--- src/rtl/sinc3_decimator_pkg.sv ---
// Shared constants and width helpers for the sinc^3 filter and its decimator.
package sinc3_decimator_pkg;

  localparam int unsigned DEFAULT_OSR       = 16;
  localparam int unsigned DEFAULT_OUT_WIDTH = 16;

  // Full-precision sinc^3 output width for a given oversampling ratio.
  function automatic int unsigned in_width(input int unsigned osr);
    return 3 * $clog2(osr) + 1;
  endfunction

  // Bits discarded by rounding when narrowing; zero when the output is wider.
  function automatic int unsigned round_shift(input int unsigned in_w,
                                              input int unsigned out_w);
    return (in_w > out_w) ? in_w - out_w : 0;
  endfunction

  typedef enum logic [1:0] {
    FIFO_EMPTY = 2'd0,
    FIFO_ONE   = 2'd1,
    FIFO_FULL  = 2'd2
  } fifo_state_e;

endpackage

--- src/rtl/sinc3_dec_fifo.sv ---
// Two-entry first-in first-out buffer; head register drives the read port directly.
module sinc3_dec_fifo
  import sinc3_decimator_pkg::*;
#(
  parameter int unsigned WIDTH = 16
) (
  input  logic             clk,
  input  logic             rst,
  input  logic             push,
  input  logic [WIDTH-1:0] wr_data,
  output logic             full,
  input  logic             pop,
  output logic             empty,
  output logic [WIDTH-1:0] rd_data
);

  fifo_state_e      state, state_next;
  logic [WIDTH-1:0] head, tail;
  logic             do_pop, do_push;

  // A pop frees the slot a simultaneous push needs, so full+pop still accepts.
  always_comb begin
    do_pop  = pop && (state != FIFO_EMPTY);
    do_push = push && ((state != FIFO_FULL) || do_pop);
  end

  always_comb begin
    state_next = state;
    case (state)
      FIFO_EMPTY: if (do_push) state_next = FIFO_ONE;
      FIFO_ONE: begin
        if (do_pop && !do_push)      state_next = FIFO_EMPTY;
        else if (do_push && !do_pop) state_next = FIFO_FULL;
      end
      FIFO_FULL:  if (do_pop && !do_push) state_next = FIFO_ONE;
      default:    state_next = FIFO_EMPTY;
    endcase
  end

  always_ff @(posedge clk) begin
    if (rst) state <= FIFO_EMPTY;
    else     state <= state_next;
  end

  always_ff @(posedge clk) begin
    if (rst) begin
      head <= '0;
      tail <= '0;
    end else if (do_pop && do_push) begin
      if (state == FIFO_FULL) begin
        head <= tail;
        tail <= wr_data;
      end else begin
        head <= wr_data;
      end
    end else if (do_pop) begin
      head <= tail;
    end else if (do_push) begin
      if (state == FIFO_EMPTY) head <= wr_data;
      else                     tail <= wr_data;
    end
  end

  always_comb begin
    full    = (state == FIFO_FULL);
    empty   = (state == FIFO_EMPTY);
    rd_data = head;
  end

endmodule

--- src/rtl/sinc3_decimator.sv ---
// Decimates a free-running sinc^3 filter output by OSR, rescales to OUT_WIDTH and
// buffers results in a 2-entry FIFO with a sticky overflow flag.
module sinc3_decimator
  import sinc3_decimator_pkg::*;
#(
  parameter  int unsigned OSR       = DEFAULT_OSR,
  parameter  int unsigned OUT_WIDTH = DEFAULT_OUT_WIDTH,
  parameter  int unsigned SETTLE    = 3,
  localparam int unsigned IN_W      = in_width(OSR)
) (
  input  logic                        clk,
  input  logic                        rst,
  input  logic                        en,
  input  logic signed [IN_W-1:0]      inData,
  output logic signed [OUT_WIDTH-1:0] outData,
  output logic                        outValid,
  input  logic                        outReady,
  output logic                        overflow
);

  localparam int unsigned PH_W  = $clog2(OSR);
  localparam int unsigned SET_W = $clog2(SETTLE + 2);

  logic [PH_W-1:0]             phase;
  logic [SET_W-1:0]            settle;
  logic                        capture, settled;
  logic                        cap_valid, scl_valid;
  logic signed [IN_W-1:0]      cap_data;
  logic signed [OUT_WIDTH-1:0] scaled, scl_data;
  logic                        fifo_full, fifo_empty, pop;
  logic [OUT_WIDTH-1:0]        fifo_rd;

  always_comb begin
    capture = en && (phase == PH_W'(OSR - 1));
    settled = (settle == SET_W'(SETTLE));
  end

  generate
    if (OUT_WIDTH >= IN_W) begin : g_widen
      always_comb scaled = OUT_WIDTH'(cap_data) <<< (OUT_WIDTH - IN_W);
    end else begin : g_narrow
      localparam int unsigned SHIFT = round_shift(IN_W, OUT_WIDTH);
      localparam logic signed [IN_W:0] RND = {{IN_W{1'b0}}, 1'b1} << (SHIFT - 1);
      logic signed [IN_W:0] sum, shifted;
      // One guard bit keeps the rounding add from wrapping at full scale.
      always_comb begin
        sum     = {cap_data[IN_W-1], cap_data} + RND;
        shifted = sum >>> SHIFT;
        if ((&shifted[IN_W:OUT_WIDTH-1]) || ~(|shifted[IN_W:OUT_WIDTH-1]))
          scaled = shifted[OUT_WIDTH-1:0];
        else if (shifted[IN_W])
          scaled = {1'b1, {(OUT_WIDTH-1){1'b0}}};
        else
          scaled = {1'b0, {(OUT_WIDTH-1){1'b1}}};
      end
    end
  endgenerate

  always_ff @(posedge clk) begin
    if (rst) begin
      phase     <= '0;
      settle    <= '0;
      cap_valid <= 1'b0;
      cap_data  <= '0;
      scl_valid <= 1'b0;
      scl_data  <= '0;
      overflow  <= 1'b0;
    end else begin
      if (en) phase <= phase + 1'b1;
      if (capture) begin
        cap_data <= inData;
        if (!settled) settle <= settle + 1'b1;
      end
      cap_valid <= capture && settled;
      scl_valid <= cap_valid;
      if (cap_valid) scl_data <= scaled;
      if (scl_valid && fifo_full && !pop) overflow <= 1'b1;
    end
  end

  always_comb begin
    outValid = !fifo_empty;
    pop      = outValid && outReady;
    outData  = fifo_rd;
  end

  sinc3_dec_fifo #(
    .WIDTH(OUT_WIDTH)
  ) u_fifo (
    .clk    (clk),
    .rst    (rst),
    .push   (scl_valid),
    .wr_data(scl_data),
    .full   (fifo_full),
    .pop    (pop),
    .empty  (fifo_empty),
    .rd_data(fifo_rd)
  );

endmodule

--- config.mk ---
export PLATFORM = sky130hd
export DESIGN_NAME = sinc3_decimator
export DESIGN_NICKNAME = d
export VERILOG_FILES = /design/src/rtl/sinc3_decimator_pkg.sv /design/src/rtl/sinc3_dec_fifo.sv /design/src/rtl/sinc3_decimator.sv
export SDC_FILE = /design/constraint.sdc
export NUM_CORES = 1
export LEC_CHECK = 0
export ABC_CLOCK_PERIOD_IN_PS = 1800
export CAP_MARGIN = 10
export CORE_AREA = 2 2 53 104
export CTS_BUF_LIST = sky130_fd_sc_hd__clkbuf_4
export DETAILED_ROUTE_END_ITERATION = 8
export DIE_AREA = 0 0 55 106
export PLACE_DENSITY = 0.77
export SYNTH_ARGS = -nofsm -noshare
export SYNTH_HDL_FRONTEND = slang
export SYNTH_SLANG_ARGS = --single-unit
--- constraint.sdc ---
create_clock -name clk -period 1.8 [get_ports clk]
set_input_delay 0.36 -clock clk [delete_from_list [all_inputs] [get_ports clk]]
set_output_delay 0.36 -clock clk [all_outputs]
set_load 0.1 [all_outputs]
==> flow_summary.toml <==
[global_route]
grt_remaining_overflow = 0
grt_pass1_vias = 2151
grt_pass1_wl_um = 9170
track_usage_pct = 21.5
antenna_found_initial = 0
grt_start_max_net_pins = 32

[critical_path]
critPathLaunchType = "flip-flop"
crit_path_end_kind = "output port"
cp.arrival_ps = 1390
worst-path-max-fanout = 7
ff2ff_setup_slack_ps = 210
worst_ep_required_time_ps = 1440
critical_path_class = "reg2out"

[floorplanning]
die_h_um = 106
die_w_um = 55
dieArea_mm2 = 0.00583
rows = 37
start_util_pct = 52.4
io_pins = 35
coreArea_mm2 = 0.00509

[detailed_routing]
vias = 2107
drt-total-wl_um = 5300
wl_per_cell_um = 13.5
drcViolationCount = 0
via_per_inst = 5.36
drtIter0Drc = 47
first_pass_iters = 5
antenna_left = 0

[yosys]
yosys_warnings = 0
synth_cell_types = 38
post_synth.cell_area_avg_um2 = 9.26
synth_edf_count = 0
ys_seq_area_share_pct = 48.1
ys_seq_elements = 64
synth_top_area_share_pct = 48.1
syn_area_mm2 = 0.00267
async_flop_share_pct = 0
synth_ff_type = "dfxtp_1"
postSynthCellCount = 288
synth.largest_area_cell = "dfxtp_1"
synth_area_leaders = "dfxtp_1 (48%), mux2i_1 (11%), nor2_1 (8.0%)"

[power]
pwr_density_cell_mw_per_mm2 = 710
power.switching_mw = 0.546
vdd_drop_max_mv = 0.603
power_frac_clock_pct = 35.8
leakagePower_nw = 1.35
combPwrFrac_pct = 5.2
p_sw_share_pct = 22.6
seqPwrFrac_pct = 58.9
internal-power_mw = 1.87

[clock_network]
cts_max_level = 3
insertion_delay_ps = 410
hold_buffers = 0
clk_pin_slew_ps = 100
cts_inserted_buffers = 9
root_buffer = "clkbuf_4"
clock_path_buffers = 2
cts_tree = "done"
clkSinkCount = 64

[cells_and_area]
diodes = 0
fin_area_mm2 = 0.00340
nNetsFinal = 351
final_layout_size_suffix_gt1_share_pct = 21.2
fin_util_pct = 66.8
fillers = 425
syn2layout_area_growth_pct = 27.5

[run]
cap_violations = 0

[placed_design]
place_area_mm2 = 0.00327
place_congestion = 0.771
place_hpwl_um = 3980
io_buffers = 31

[timing]
rsz0062_at_grt = "false"
hold_viol = 0
period_needed_ps = 1750
max_clock_freq_mhz = 573
slew_violations = 0
finClkSkew_ps = 10.2
finalSetupViolations = 0
min_period_over_period_pct = 96.9

[hold_path]
hp-class = "in2reg"

[outcome]
outcome = "completed"
==> worst max-delay path, stage by stage, from the launching register on <==
cell	delay, ps
dfxtp_1	390
buf_4	180
or2_4	240
buf_12	170
==> registers in the layout, indices dropped and copies added, names as in the netlist <==
signal	flops
u_fifo.tail	13
overflow	1
cap_data	13
phase	4
u_fifo.rd_data	13
settle	3
cap_valid	1
u_fifo.state	2
scl_data	13
scl_valid	1
==> final cells by class <==
class / count / area (um^2) / share of cell area, %
clock buffers: 9 / 67.6 / 1.99
clock inverters: 6 / 51.3 / 1.51
inverters: 4 / 15.0 / 0.442
multi-input cells: 199 / 1260 / 37.2
flip-flops and latches: 64 / 1280 / 37.8
well taps: 58 / 72.6 / 2.13
repair buffers: 53 / 646 / 19.0
==> cells in the final DEF, fill, tap and decap left out, types with 4 or more instances in the layout <==
master | Yosys | routed
nor2_2 | 5 | 5
a21oi_1 | 17 | 17
nand2_1 | 32 | 32
nor2_1 | 57 | 57
buf_4 | 5 | 20
a2111oi_2 | 10 | 10
dfxtp_1 | 64 | 63
o22ai_1 | 10 | 10
clkbuf_4 | 0 | 9
clkdlybuf4s50_1 | 0 | 15
a211oi_1 | 4 | 4
buf_12 | 0 | 17
inv_1 | 4 | 4
mux2i_1 | 29 | 29
==> cells by family after synthesis <==
logic type / synth area share (%)
compound gates: 15.5
xor+xnor: 1.31
fa+ha+maj: 1.41
buf+inv: 4.93
flops: 48.1
mux: 10.9
other cells: 0.141
simple gates: 17.7
==> worst paths after layout <==
check | from | endpoint | depth (start not counted)
max | u_fifo.state[1]$_SDFFE_PP0P_ | outValid | 3
min | rst | u_fifo.tail[4]$_SDFFE_PP0P_ | 2
max reg2reg | u_fifo.state[0]$_SDFFE_PP0P_ | u_fifo.rd_data[14]$_SDFFE_PP0P_ | 5
min reg2reg | cap_data[12]$_SDFFE_PP0N_ | cap_data[12]$_SDFFE_PP0N_ | 2
==> stage by stage <==
| stage | std cells | setup WS (ps) | hold slack (ps) | power, mW | setup TNS, ps |
|---|---|---|---|---|---|
| after floorplan | 290 | 172 | 436 | 1.53 | 0 |
| after global placement | 377 | 30.3 | 442 | 1.58 | 0 |
| after detailed placement | 377 | -44.5 | 448 | 1.58 | -46.5 |
| after CTS | 392 | 26.8 | 287 | 2.44 | 0 |
| after global routing | 393 | 2.13 | 297 | 2.51 | 0 |
| final | 393 | 55.0 | 314 | 2.41 | 0 |
==> Yosys cell counts (3+ instances only) <==
master	n
a2111oi_2	10
a211oi_1	4
a21oi_1	17
buf_2	3
buf_4	5
clkbuf_1	12
dfxtp_1	64
ha_1	3
inv_1	4
mux2i_1	29
nand2_1	32
nor2_1	57
nor2_2	5
nor2b_1	3
o22ai_1	10
==> repair_timing <==
item,CTS,global route
cloned,0,0
resized for setup,3,0
setup buffers,0,1
endpoints found under the setup margin,1,1
==> power groups by stage <==
stage,sequential (mW),clock (mW),combinational (mW)
finish,1.42,0.864,0.127
global route,1.42,0.949,0.136
CTS,1.42,0.892,0.127
detailed placement,1.46,0,0.127
global placement,1.46,0,0.126
floorplan,1.46,0,0.0736
==> routing by layer <==
layer,share of wire (%),wire length [um],global-route usage (%),vias to the layer above
met2,56,2970,36.8,27
li1,-,-,-,1072
met4,2.4,125,12.2,0
met3,2.3,121,5.06,10
met1,39,2080,22.3,998
met5,0,0,0,-
(Power assumes the default switching activity.)
